File: src/rtl/regfile_pkg.sv
// Shared types and constants for the register-file writeback path.
// Imported by the round-robin arbiter and the writeback port owner.
package regfile_pkg;

  typedef enum logic {
    WB_CLEAR = 1'b0,
    WB_RUN   = 1'b1
  } wbState_t;

  localparam logic REQ_ALU = 1'b0;
  localparam logic REQ_MEM = 1'b1;

  localparam int REG_ADDR_W = 5;
  localparam int REG_DATA_W = 32;
  localparam logic [REG_ADDR_W-1:0] REG_X0 = '0;

  function automatic logic otherReq(input logic req);
    return ~req;
  endfunction

endpackage

File: src/rtl/rr_arb2.sv
// Two-way round-robin arbiter, purely combinational.
// The priority flop lives in the parent; this block only proposes next_prio.
module rr_arb2
  import regfile_pkg::*;
(
  input  logic [1:0] req,
  input  logic       grant_taken,
  input  logic       prio,
  output logic [1:0] gnt,
  output logic       next_prio
);

  always_comb begin
    gnt       = 2'b00;
    next_prio = prio;
    case (req)
      2'b01:   gnt = 2'b01;
      2'b10:   gnt = 2'b10;
      2'b11:   gnt = (prio == REQ_ALU) ? 2'b01 : 2'b10;
      default: gnt = 2'b00;
    endcase
    // The winner drops to lowest priority; an idle cycle leaves priority alone.
    if (grant_taken && (gnt != 2'b00)) begin
      next_prio = otherReq(gnt[0] ? REQ_ALU : REQ_MEM);
    end
  end

endmodule

File: src/rtl/regfile_wb_arbiter.sv
// Owns the register-file write port: clears every register after reset,
// then shares the port between ALU and load writeback with round-robin.
module regfile_wb_arbiter
  import regfile_pkg::*;
#(
  parameter int                 ADDR_W      = REG_ADDR_W,
  parameter int                 DATA_W      = REG_DATA_W,
  parameter int                 NUM_REGS    = 32,
  parameter logic [DATA_W-1:0]  CLEAR_VALUE = '0
) (
  input  logic              clk,
  input  logic              rst,
  input  logic              alu_valid,
  input  logic [ADDR_W-1:0] alu_addr,
  input  logic [DATA_W-1:0] alu_data,
  output logic              alu_ready,
  input  logic              mem_valid,
  input  logic [ADDR_W-1:0] mem_addr,
  input  logic [DATA_W-1:0] mem_data,
  output logic              mem_ready,
  output logic              RegWEn,
  output logic [ADDR_W-1:0] AddrD,
  output logic [DATA_W-1:0] DataD,
  output logic              init_done
);

  localparam logic [ADDR_W-1:0] LAST_ADDR = ADDR_W'(NUM_REGS - 1);
  localparam logic [ADDR_W-1:0] X0_ADDR   = ADDR_W'(REG_X0);

  wbState_t          state;
  wbState_t          stateNext;
  logic [ADDR_W-1:0] clrPtr;
  logic              rrPrio;
  logic              rrPrioNext;
  logic              inRun;
  logic [1:0]        reqGated;
  logic [1:0]        gnt;
  logic              granted;
  logic [ADDR_W-1:0] selAddr;
  logic [DATA_W-1:0] selData;

  rr_arb2 uArb (
    .req         (reqGated),
    .grant_taken (inRun),
    .prio        (rrPrio),
    .gnt         (gnt),
    .next_prio   (rrPrioNext)
  );

  always_comb begin
    inRun     = (state == WB_RUN);
    reqGated  = inRun ? {mem_valid, alu_valid} : 2'b00;
    alu_ready = gnt[0];
    mem_ready = gnt[1];
    granted   = (gnt != 2'b00);
    selAddr   = gnt[1] ? mem_addr : alu_addr;
    selData   = gnt[1] ? mem_data : alu_data;
  end

  always_comb begin
    stateNext = state;
    if ((state == WB_CLEAR) && (clrPtr == LAST_ADDR)) begin
      stateNext = WB_RUN;
    end
  end

  always_ff @(posedge clk or posedge rst) begin
    if (rst) begin
      state <= WB_CLEAR;
    end else begin
      state <= stateNext;
    end
  end

  always_ff @(posedge clk or posedge rst) begin
    if (rst) begin
      clrPtr    <= '0;
      rrPrio    <= REQ_ALU;
      RegWEn    <= 1'b0;
      AddrD     <= '0;
      DataD     <= '0;
      init_done <= 1'b0;
    end else if (state == WB_CLEAR) begin
      RegWEn <= 1'b1;
      AddrD  <= clrPtr;
      DataD  <= CLEAR_VALUE;
      clrPtr <= clrPtr + 1'b1;
    end else begin
      init_done <= 1'b1;
      rrPrio    <= rrPrioNext;
      if (granted) begin
        // x0 is hard-wired after the clear: the request is consumed but never written.
        RegWEn <= (selAddr != X0_ADDR);
        AddrD  <= selAddr;
        DataD  <= selData;
      end else begin
        RegWEn <= 1'b0;
      end
    end
  end

endmodule

File: config.mk
export PLATFORM = sky130hd
export DESIGN_NAME = regfile_wb_arbiter
export DESIGN_NICKNAME = d
export VERILOG_FILES = /design/src/rtl/regfile_pkg.sv /design/src/rtl/rr_arb2.sv /design/src/rtl/regfile_wb_arbiter.sv
export SDC_FILE = /design/constraint.sdc
export NUM_CORES = 1
export LEC_CHECK = 0
export BUFFER_PORTS_ARGS = -buffer_cell sky130_fd_sc_hd__clkbuf_2
export CORE_UTILIZATION = 35
export DETAILED_ROUTE_END_ITERATION = 16
export HOLD_SLACK_MARGIN = 0.05
export PLACE_DENSITY_LB_ADDON = 0.12
export REMOVE_ABC_BUFFERS = 1
export SLEW_MARGIN = 20
export SYNTH_ARGS = -nofsm -noshare
export SYNTH_HDL_FRONTEND = slang
export SYNTH_SLANG_ARGS = --single-unit
export TNS_END_PERCENT = 1
File: constraint.sdc
create_clock -name clk -period 4.1 [get_ports clk]
set_input_delay 0.82 -clock clk [delete_from_list [all_inputs] [get_ports clk]]
set_output_delay 0.82 -clock clk [all_outputs]
set_load 0.01 [all_outputs]
# Yosys cells after proc, flatten, opt, wreduce, memory -nomap -nowiden
# Index checks and enable logic that the tools add are counted.
# word_totals
regBits	46
inputBits	78
output_inout_bits	41
word_cells	30
# op_classes
n_addsub	1
n_eq_ne	5
n_mux	11
n_bitwise	1
reduce_logical	5
# ops
operator	count
2-to-1 mux 32 bit	3
2-to-1 mux 5 bit	3
one-hot mux 2 bit (3 select lines)	1
adder 5 x 1 -> 5 bit (second input constant)	1
equality test 5 bit (second input constant)	1
nonzero test 5 bit	1
equality test 2 bit (second input constant)	2
2-to-1 mux 2 bit	2
equality test 2 x 1 -> 1 bit (second input constant)	1
logical AND 1 bit	2
2-to-1 mux 1 bit	2
inequality test 2 x 1 -> 1 bit (second input constant)	1
AND reduction 2 bit	1
nonzero test 2 bit	1
NOT 1 bit	1

# Logic depth before layout (Yosys ltp)
# depth
ltp_word	7
depth_mapped	7

# By module
# Synthesis repeated with hierarchy kept, for this count alone.
# hier_totals
cells_unflattened	241
hier_area_um2	2427.3
# modules_own_cells
module	n_inst	cells_each	area_per_inst_um2
regfile_wb_arbiter	1	236	2397.3
rr_arb2	1	5	30.0

# Worst setup path before layout
# Ideal clock, no wire load.
# synth_timing
path_kind	input to output
start	in mem_valid
end	out mem_ready
t_arrival_ns	1.530
required_ns	3.280
slack_ns	1.750
stages	5
n_path_buf	4
path_cell_list	clkbuf_2 -> and3_4 -> buf_6 -> buf_6 -> buf_8
# synth_between
elab_chain_cells	3
word_cells_on_any_way	5
cone_classes	eq/ne: 3; mux: 2
# synth_lines
element	line_no	text
start: declaration	regfile_wb_arbiter.sv:17	input logic mem_valid,
2-to-1 mux 2 bit *	regfile_wb_arbiter.sv:52	reqGated = inRun ? {mem_valid, alu_valid} : 2'b00;
equality test 2 bit / equality test 2 x 1 -> 1 bit (equally long branches)	rr_arb2.sv:16	case (req)
one-hot mux 2 bit (3 select lines) *	rr_arb2.sv:16	
end: declaration	regfile_wb_arbiter.sv:20	output logic mem_ready,
# Every way passes the cells marked *; elsewhere a longest branch is shown, timed or not.

# Final worst setup path
# layout_timing
start	reg state, in the netlist inRun
end	out mem_ready
# layout_between
elab_chain_cells	3
word_cells_on_any_way	5
cone_classes	eq/ne: 3; mux: 2
# layout_lines
element	line_no	text
start: declaration	regfile_wb_arbiter.sv:30	wbState_t state;
start signal: assignment	regfile_wb_arbiter.sv:71	state <= stateNext;
2-to-1 mux 2 bit *	regfile_wb_arbiter.sv:52	
equality test 2 bit / equality test 2 x 1 -> 1 bit (equally long branches)	rr_arb2.sv:16	
one-hot mux 2 bit (3 select lines) *	rr_arb2.sv:16	
# Marks and branches as above.

==> impl_metrics.yaml <==
synth:
  ys_warn_count: 0
  synth-seq-cells: 46
  synth_adder_area_share_pct: 1.12
  seq_area_frac_synth_pct: 51.6
  synthCells: 206
  synth_top_family_by_area: "multiplexers"
  muxShareOfSynthArea_pct: 17.2
  synth_compound_area_share_pct: 12.5
  avgSynthCellArea_um2: 10.8
  synth_xor_xnor_area_share_pct: 1.18
  synth_simple_gate_area_share_pct: 11.2
  syn_area_um2: 2230
  yosysUniqueCellTypes: 36
pwr:
  power.leakage_nw: 1.47
  ir_drop_uv: 149
  powerDensity_nw_per_um2: 344
route:
  firstDrtPassIters: 4
  final_antenna_net_count: 0
  wire_per_inst_um: 13.5
  num_vias: 1953
  drt_iter0_markers: 107
  drcViolationCount: 0
  drt-total-wl_um: 5260
  viasPerCell: 4.99
critical_path:
  worstSetupStartpointType: "register"
  crit_type: "reg -> out"
  crit_fanout: 50
  worstPathArrival_ns: 2.05
  worst_setup_path_end_kind: "output port"
  cp.required_ns: 3.28
clock_tree:
  post-cts-setup-buffers: 0
  clock_path_buffers: 2
  cts.reportedPaths.clkPinSlew_ns: 0.08
  clock-root-buffer: "clkbuf_8"
  htreeDepth: 2
  insertion_delay_ns: 0.29
  cts_hold_buf: 0
  ctsResizeCount: 0
  cts_tree: "done"
  clock-sinks: 46
  cts_made_buffers: 5
cells_and_area:
  finalNonFillerCells: 391
  multiInputGateArea_um2: 973
  layout-drive-gt1-share_pct: 43.0
  fin_nets: 395
  regArea_um2: 1150
  fillCellCount: 619
  area_delta_synth_final_pct: 31.3
  diodes: 0
hold_path:
  min_path_type: "reg -> reg"
timing:
  hold_viol: 0
  fmax_mhz: 349
  setup_ws_ns: 1.23
  fin_worst_skew_ns: 0.00221
  hold_ws_ns: 0.480
  min_period_ns: 2.87
  finalCritPeriodShare_pct: 70.0
  fin_tns_setup_ns: 0
  tightestPinTransition_ns: 0.949
  slew_viol_final: 0
  setup_viol: 0
  rsz0062_at_grt: "no"
  slew_headroom_pct: 36.6
die:
  die-area_um2: 6690
  die_h_um: 81.8
  ios: 119
  row_count: 28
  die_w_um: 81.8
  start_util_pct: 37.0
  core_area_um2: 6030
place:
  io_buffers: 118
  dp_slack_ns: 1.54
  dp_hpwl_um: 3820
  globalplace.congestion: 0.734
  placed_cells: 383
global_routing:
  grt_max_degree: 51
  grt_overflow: 0
  grt_pass1_vias: 1847
  antenna_found_initial: 0
  grt_pass1_wl_um: 8280
  grt_usage_pct: 16.4
run_status:
  outcome: "finished, final reports clean"
job:
  drv_cap: 0
## layout make-up
| class | instances | share of cell area [%] |
|---|---|---|
| Clock buffer | 7 | 2.95 |
| Clock inverter | 1 | 0.171 |
| Inverter | 3 | 0.385 |
| Multi-Input combinational cell | 139 | 33.2 |
| Sequential cell | 46 | 39.4 |
| Tap cell | 75 | 3.21 |
| Timing Repair Buffer | 120 | 20.7 |
## critical path: stages (launching register included)
cell and delay [ns]:
dfrtp_2 0.97, and3_4 0.57, clkbuf_2 0.20
## per-stage QoR
stage          total power (W)  utilization, %  area [µm²]
6_report               0.00101            48.6        2930
5_1_grt                0.00107            48.6        2930
4_1_cts                0.00103            48.6        2930
3_5_place_dp          0.000739            47.1        2840
3_3_place_gp          0.000735            47.1        2840
2_1_floorplan         0.000630               -        2120
## Yosys cell counts
cell type / n / area, µm²
buf_8: 1 / 15.0
nand3_1: 34 / 170
nand2_1: 1 / 3.75
and3_1: 1 / 6.26
inv_1: 3 / 11.3
or2_2: 2 / 12.5
o41ai_1: 1 / 8.76
a311oi_1: 2 / 17.5
a32oi_1: 1 / 8.76
buf_2: 2 / 10.0
buf_4: 2 / 15.0
dfrtp_1: 46 / 1150
a21o_1: 1 / 7.51
o2bb2ai_1: 1 / 8.76
mux2i_1: 36 / 360
nor2_1: 3 / 11.3
xnor2_1: 3 / 26.3
mux2_2: 2 / 22.5
nor4_1: 1 / 6.26
and3_4: 1 / 11.3
a21oi_1: 3 / 15.0
clkbuf_1: 9 / 33.8
o22ai_1: 2 / 12.5
nand2b_2: 1 / 8.76
o31ai_1: 1 / 7.51
a21boi_0: 1 / 7.51
o21ai_1: 2 / 10.0
o221ai_1: 1 / 8.76
a31oi_1: 1 / 6.26
buf_6: 2 / 22.5
o21ai_0: 32 / 160
nor2b_1: 2 / 12.5
ha_1: 2 / 25.0
buf_1: 1 / 3.75
or2_0: 1 / 6.26
clkbuf_2: 1 / 5.00
## logic make-up (layout without fill, tap and decap cells)
kind of cell    count (synthesis)  after routing
compound gates                 49             49
xor+xnor                        3              3
fa+ha+maj                       2              2
buf+inv                        21            131
flops                          46             46
mux                            38             38
simple gates                   47             47
## cell usage in the layout (no fill, tap or decap)
cell type and n:
a311oi_1 2, nor2b_1 2, o21ai_1 1, nand2b_2 1, mux2i_1 36, clkbuf_8 6
o221ai_1 1, or2_0 1, or2_2 2, nand3_1 34, a31oi_1 1, clkbuf_1 1
dfrtp_1 45, clkbuf_2 118, clkinv_2 1, o2bb2ai_1 1, a21boi_0 1, o41ai_1 1
and3_1 1, dfrtp_2 1, a32oi_1 1, inv_1 2, nor4_1 1, a21o_1 1
a21oi_1 3, o21ai_4 1, and3_4 1, nand2_1 1, o31ai_1 1, ha_1 2
inv_2 1, o22ai_1 2, xnor2_1 3, buf_4 2, o21ai_0 32, nor2_1 3
mux2_2 2
## report_power, final
part           leakage (nW)  internal, W  switching, W
Sequential            0.551     0.000496     0.0000236
Clock                0.0482     0.000136      0.000146
Combinational         0.871    0.0000969      0.000108
Total                  1.47     0.000729      0.000277
## registers in the layout (all words and copies together) (netlist names)
name	count
DataD	32
AddrD	5
clrPtr	5
RegWEn	1
inRun	1
init_done	1
rrPrio	1
## path summary, 6_finish.rpt
path                       slack, ns  startpoint         to  depth (start not counted)
max                             1.23       inRun  mem_ready                          2
min                             0.48   init_done  init_done                          1
max reg2reg                     1.67       inRun  DataD[14]                          4
min reg2reg                     0.48   init_done  init_done                          1
max in group asynchronous       2.74         rst      inRun                          2
min in group asynchronous       0.73         rst  DataD[29]                          2
## routing by layer
metal / track usage [%] / vias to the layer above / part of all wire (%)
met5: 0 / - / 0
met4: 6.67 / 0 / 1.8
met3: 4.44 / 10 / 7.6
met2: 26.0 / 84 / 46
met1: 21.1 / 890 / 44
li1: - / 969 / -
No activity file was read; power rests on OpenSTA's default activity.
